$ cat src/rtl/fwd_hazard_unit.sv
// rtl/fwd_hazard_unit.sv - operand forwarding and load-use hazard detection for decode
//
// Purpose : tracks the destination tags of the FWD_DEPTH instructions downstream of
//           decode, forwards the youngest matching stage result to each decode read
//           port, and stalls decode when a load result is not yet forwardable.
// Ports   : clk, rst_n (async active-low)
//           id_valid, id_rs, id_rd_en, id_rf_data, id_dst, id_wr_en, id_is_load, flush
//           stage_data  - result of stage k at slice k-1
//           fwd_data, fwd_hit - per-port operand and forward indication
//           stall       - hold decode, stage 1 takes a bubble
//           stall_cnt   - saturating stall-cycle counter
// Config  : define FWD_STALL_CNT_EN to build the stall counter; otherwise stall_cnt is 0.
module fwd_hazard_unit #(
    parameter int DATA_W    = 32,
    parameter int ADDR_W    = 5,
    parameter int NUM_RD    = 2,
    parameter int FWD_DEPTH = 2,
    parameter int LOAD_LAT  = 1
) (
    input  logic                        clk,
    input  logic                        rst_n,
    input  logic                        id_valid,
    input  logic [NUM_RD*ADDR_W-1:0]    id_rs,
    input  logic [NUM_RD-1:0]           id_rd_en,
    input  logic [NUM_RD*DATA_W-1:0]    id_rf_data,
    input  logic [ADDR_W-1:0]           id_dst,
    input  logic                        id_wr_en,
    input  logic                        id_is_load,
    input  logic                        flush,
    input  logic [FWD_DEPTH*DATA_W-1:0] stage_data,
    output logic [NUM_RD*DATA_W-1:0]    fwd_data,
    output logic [NUM_RD-1:0]           fwd_hit,
    output logic                        stall,
    output logic [15:0]                 stall_cnt
);

    // Index 0 holds stage 1 (youngest downstream instruction).
    logic [FWD_DEPTH-1:0] r_vld;
    logic [FWD_DEPTH-1:0] r_wen;
    logic [FWD_DEPTH-1:0] r_ld;
    logic [ADDR_W-1:0]    r_tag [FWD_DEPTH];

    logic [NUM_RD-1:0]    w_load_use;
    logic                 w_issue;

    assign stall   = id_valid & ~flush & (|w_load_use);
    assign w_issue = id_valid & ~stall & ~flush;

    always_ff @(posedge clk or negedge rst_n) begin
        if (!rst_n) begin
            r_vld <= '0;
            r_wen <= '0;
            r_ld  <= '0;
            for (int k = 0; k < FWD_DEPTH; k++) begin
                r_tag[k] <= '0;
            end
        end else begin
            r_vld[0] <= w_issue;
            r_wen[0] <= w_issue & id_wr_en;
            r_ld[0]  <= w_issue & id_is_load;
            r_tag[0] <= w_issue ? id_dst : '0;
            for (int k = 1; k < FWD_DEPTH; k++) begin
                r_vld[k] <= r_vld[k-1];
                r_wen[k] <= r_wen[k-1];
                r_ld[k]  <= r_ld[k-1];
                r_tag[k] <= r_tag[k-1];
            end
        end
    end

    for (genvar p = 0; p < NUM_RD; p++) begin : g_port
        logic [ADDR_W-1:0] w_rs;
        logic              w_hit;
        logic              w_lu;
        logic [DATA_W-1:0] w_data;

        assign w_rs = id_rs[p*ADDR_W +: ADDR_W];

        // Scan oldest to youngest so the youngest match overwrites older ones.
        // Tag 0 is the hard-wired zero register and is never forwarded.
        always_comb begin
            w_hit  = 1'b0;
            w_lu   = 1'b0;
            w_data = id_rf_data[p*DATA_W +: DATA_W];
            for (int k = FWD_DEPTH - 1; k >= 0; k--) begin
                if (id_rd_en[p] && r_vld[k] && r_wen[k] &&
                    (r_tag[k] == w_rs) && (w_rs != '0)) begin
                    w_hit  = 1'b1;
                    w_data = stage_data[k*DATA_W +: DATA_W];
                    // Stage k+1 holds a load whose data is not ready until stage LOAD_LAT+1.
                    w_lu   = r_ld[k] && (k < LOAD_LAT);
                end
            end
        end

        assign fwd_data[p*DATA_W +: DATA_W] = w_data;
        assign fwd_hit[p]                   = w_hit;
        assign w_load_use[p]                = w_lu;
    end

`ifdef FWD_STALL_CNT_EN
    logic [15:0] r_stall_cnt;

    always_ff @(posedge clk or negedge rst_n) begin
        if (!rst_n) begin
            r_stall_cnt <= '0;
        end else if (stall && (r_stall_cnt != 16'hFFFF)) begin
            r_stall_cnt <= r_stall_cnt + 16'd1;
        end
    end

    assign stall_cnt = r_stall_cnt;
`else
    assign stall_cnt = 16'h0000;
`endif

endmodule

$ cat config.mk
export PLATFORM = sky130hd
export DESIGN_NAME = fwd_hazard_unit
export DESIGN_NICKNAME = d
export VERILOG_FILES = /design/src/rtl/fwd_hazard_unit.sv
export SDC_FILE = /design/constraint.sdc
export NUM_CORES = 1
export LEC_CHECK = 0
export BUFFER_PORTS_ARGS = -buffer_cell sky130_fd_sc_hd__buf_2
export CORE_AREA = 2 2 90 92
export DETAILED_ROUTE_END_ITERATION = 10
export DIE_AREA = 0 0 92 94
export PLACE_DENSITY = 0.79
export SYNTH_ARGS = -nofsm -noshare
export SYNTH_HDL_FRONTEND = slang
export SYNTH_SLANG_ARGS = --single-unit
export TNS_END_PERCENT = 50
$ cat constraint.sdc
create_clock -name clk -period 2.1 [get_ports clk]
set_input_delay 0.21 -clock clk [delete_from_list [all_inputs] [get_ports clk]]
set_output_delay 0.21 -clock clk [all_outputs]
set_load 0.02 [all_outputs]
; ---- After elaboration in Yosys (flattened, before gate mapping)
; Index checks and enable logic that the tools add are counted.
; W data, S select, Z words.
[word_totals]
ff_bits = 15
inputBits = 151
out_inout_bits = 83
wordCells = 47
[op_classes]
muxes = 11
bitwise = 8
reduce_logical = 19
eq_ne = 4
[ops]
columns = op, n
row1 = $mux W32, 4
row2 = $eq A5 B5 Y1, 4
row3 = $logic_and A1 B1 Y1, 16
row4 = $reduce_bool A5 Y1, 2
row5 = $and A1 B1 Y1, 6
row6 = $mux W1, 6
row7 = $mux W5, 1
row8 = $not A1 Y1, 2
row9 = $reduce_or A2 Y1, 1

; ---- Logic depth before layout (Yosys ltp)
[depth]
ltp_word = 11
depth_mapped = 7
mapped_depth_nobuf = 5

; ---- Least setup slack after synthesis
; OpenSTA, ideal clock, no wires.
[synth_timing]
path_kind = flip-flop to output port
startpoint = register r_tag[7] (netlist bit)
endpoint = output stall
t_arrival_ps = 1921
slack_ps = -31
path_stages_with_launch = 6
required_time_ps = 1890
path_cell_list = dfrtp_1 > xnor2_1 > nand4_1 > or4_1 > a21bo_2 > nor3b_1
[synth_via]
elab_chain_cells = 6
elab_cells_between_ends = 10
cone_classes = 2 x eq/ne / 2 x mux / 1 x bitwise / 5 x reduce/logical
[synth_rtl]
columns = item, line_no
row1 = start: declaration, 41  ; logic [ADDR_W-1:0] r_tag [FWD_DEPTH];
row2 = start signal: indexed assignment, 66  ; r_tag[k] <= r_tag[k-1];
row3 = $eq A5 B5 Y1, 87  ; (r_tag[k] == w_rs) && (w_rs != '0)) begin
row4 = $logic_and A1 B1 Y1, 86  ; if (id_rd_en[p] && r_vld[k] && r_wen[k] &&
row5 = $logic_and A1 B1 Y1, 87
row6 = $mux W1, 86
row7 = $reduce_or A2 Y1 (*), 46  ; assign stall = id_valid & ~flush & (|w_load_use);
row8 = $and A1 B1 Y1 (*), 46
row9 = end: declaration, 33  ; output logic stall,
; Mark *: on every way between the ends. The rest lies on a longest branch, timed or not.

; ---- Final worst setup path
[layout_timing]
startpoint = register r_tag[0] (netlist bit)
endpoint = output fwd_data[38]
[layout_via]
elab_chain_cells = 5
[layout_rtl]
columns = item, line_no
row1 = $eq A5 B5 Y1, 87
row2 = $logic_and A1 B1 Y1, 86
row3 = $logic_and A1 B1 Y1, 87
row4 = $mux W32 (2 in series), 86
row5 = end: declaration, 31  ; output logic [NUM_RD*DATA_W-1:0] fwd_data,
; Every way passes these cells.

==> key figures <==
Status
  – Status: complete, but fails checks
  – Failing checks: negative setup slack

Timing
  – RSZ-0062 raised after global routing: true
  – Min Tclk post-route: about 2400 ps
  – Final Worst Setup Slack: -252.1 ps
  – Final setup fails: 66
  – Slew Limit Fails: 0
  – Crit share post-route: 112.0%
  – Setup TNS Final: -11,570 ps
  – Worst Skew: 1.279 ps
  – Worst hold slack: 190.7 ps
  – Hold Vio Cnt, Final: 0
  – Max Clock Freq: about 430 MHz

Yosys
  – Xor/xnor cell area share of the yosys netlist: between 7 and 8%
  – Gate Count Post-Synth: about 330
  – Synth Area in Compound Gates: around a fifth
  – Top-area cell type share of the netlist area: between 10% and 20%
  – Yosys Warn Count: 0
  – Multiplexer area fraction after synthesis: between 10% and 20%
  – Synth Area in Adders: 0%
  – Avg Cell Area, Syn: about 6.8 um^2
  – Post-Syn Area: 2252 um^2
  – Main combinational cell family by area after synthesis: simple AND/OR/NAND/NOR gates
  – Seq/Total Area, Yosys: about 17%
  – Flops & latches, synth: 15
  – Largest area contributor in the netlist: dfrtp_1
  – Synth top area cells: dfrtp_1 (17%), mux2i_1 (14%), nor2_1 (11%), a21oi_1 (11%), nand2_1 (8.7%)
  – Count of cell types in the netlist: 28
  – Synth Area in Simple Gates: approximately 27%

GRT
  – Global-route wire length before repair: 14,520 um
  – Vias in the first global route: between 3,000 and 4,000
  – Pin count of the biggest net entering global routing: 34
  – GR Util met2: 40.81%
  – GRT Max-Usage Layer: met2
  – Grt ovf: 0
  – Met1 global-route usage: between 20% and 30%
  – GRT Resource Usage Total: around a fifth
  – Initial antenna violation count: 0
  – Grt met3 use: ~2.6%

Clock network
  – Root cell of the clock tree: clkbuf_8
  – Sink Count: 15
  – Total CTS buffers: 3
  – CTS tree: built
  – Clock Tree Buf Depth: 2
  – Worst skew pair latency: 250 ps
  – Clock Pin Slew Worst Setup and Hold Paths: 50 ps
  – CTS H-tree depth: 1

Detailed routing
  – Vias: 3,299
  – Wire length per cell: approximately 16 um
  – Number of detailed-route iterations in the first pass: 6
  – Routed wire length: between 10,000 and 15,000 um
  – Iter 0 DRT Violations: about 110
  – Post-route ant nets: 0
  – Via/cell ratio: just under 5
  – DRC Markers: 0

Finish
  – Post-layout util: 54.97%
  – Final #Nets: between 700 and 800
  – Non-filler cells, final: 664
  – Layout Cell Area excl Fill: 4182 um^2
  – Diode count: 0
  – Synth-to-layout area growth: 85.67%
  – FILL cells: between 700 and 800
  – Layout cells sized above 1: 56.23%

Floorplan
  – # rows: 32
  – Core Area: around 7600 um^2
  – IO Pins: 234
  – Die Span X: 92 um
  – Full die area: 8648 um^2
  – Die Y: roughly 94 um
  – Initial Util: 29.61%

Critical path
  – CP max FO: 8
  – Worst Path Arrival: 2140 ps
  – Register-to-Register Path Depth: 7
  – Worst R2R End: r_wen[0]
  – Setup crit start: r_tag[0]
  – Flop2flop setup slack: between 150 and 200 ps
  – Critical Path RT: between 1500 and 2000 ps
  – Critical path endpoint: fwd_data[38]
  – Worst Setup Start Kind: register
  – Crit Path Class: register to output port
  – CP Capture Type: output port
  – RR Startpoint: r_tag[8]

Place
  – Port Buffers: ~220
  – Placed cells: 648
  – HPWL after DPL: between 7000 and 8000 um
  – Routability-driven placement congestion ratio: ~0.8
  – Post-Place Cell Area: approximately 3500 um^2

Pwr
  – Pwr per Cell Area: ~260 nW/um^2
  – Leak: approximately 0.0021 uW
  – VDD IR max: between 0.3 and 0.4 mV

Hold path
  – Hold crit path type: primary input to register

Job
  – Max-cap viol count: 0
==> cell usage after synthesis (all sizes together) <==
cell / count
a21bo: 1
a21oi: 60
a31oi: 18
and2: 1
and3: 10
buf: 41
clkbuf: 1
conb: 1
dfrtp: 15
mux2i: 32
nand2: 52
nand2b: 1
nand3: 3
nand4: 2
nor2: 65
nor2b: 1
nor3: 1
nor3b: 1
nor4: 2
o21a: 1
o21ai: 1
or4: 3
xnor2: 10
xor2: 10
==> sequential cells by signal, summed over array words and instances (netlist names) <==
register and count:
r_tag 10, r_wen 2, r_vld 2, r_ld 1
==> metal layers <==
layer	wire (um)	vias up
met5	0	-
met4	104	0
met3	659	13
met2	5855	159
met1	3842	1560
li1	-	1567
==> where the power goes <==
part | total (uW) | switching, uW | internal, uW
Clock | 228 | 93.4 | 134
Sequential | 309 | 8.46 | 301
Combinational | 557 | 293 | 264
Total | 1090 | 394 | 699
==> worst max-delay path: stages, from the launching register on <==
cell	delay [ps]
dfrtp_1	400
buf_6	130
xnor2_2	130
nand4_1	170
nor3_4	250
buf_6	180
buf_12	150
mux2i_1	220
a21oi_1	100
buf_2	170
==> cell families after synthesis <==
family,count (synthesis)
AO/OA/AOI/OAI,81
XOR/XNOR,20
buffers and inverters,42
flip-flops,15
multiplexers,32
other,1
AND/OR/NAND/NOR,142
==> worst min-delay path by stage <==
stage	startpoint	end	slack (ps)	cells past startpoint
after floorplan	rst_n	r_ld[0]	-90	0
after global placement	rst_n	r_tag[5]	120	1
after detailed placement	rst_n	r_tag[9]	130	1
after CTS	id_dst[3]	r_tag[8]	190	2
after global routing	id_dst[3]	r_tag[8]	200	2
final	id_dst[3]	r_tag[8]	190	2
==> layout make-up <==
class / count / area, um^2 / area share, %
clock buffers: 4 / 45.04 / 1.077
multi-input cells: 291 / 1916 / 45.81
flip-flops and latches: 15 / 375.4 / 8.977
well taps: 102 / 127.6 / 3.052
repair buffers: 252 / 1718 / 41.08
==> timing repair <==
| item | 4_1_cts | 5_1_grt |
|---|---|---|
| cloned | 4 | 2 |
| hold buffers | 1 | 0 |
| resized for setup | 59 | 68 |
| endpoints found under the hold margin | 15 | 0 |
| pin swaps | 59 | 37 |
| buffers inserted | 8 | 2 |
| endpoints found under the setup margin | 67 | 67 |
==> metrics by stage <==
stage	worst slack [ps]	power, uW
2_1_floorplan	38.93	554.0
3_3_place_gp	-63.71	781.4
3_5_place_dp	-106.7	794.6
4_1_cts	-241.3	1062
5_1_grt	-349.8	1151
6_report	-252.1	1094
==> cell usage in the layout, fill, tap and decap left out, types with 12 or more instances in the layout <==
master	instances
nor2_1	64
a21oi_2	20
a21oi_1	40
buf_12	12
nand2_1	35
nand2_2	13
dfrtp_1	15
mux2i_1	30
buf_2	169
buf_4	57
conb_1	16
(Power assumes the default switching activity.)
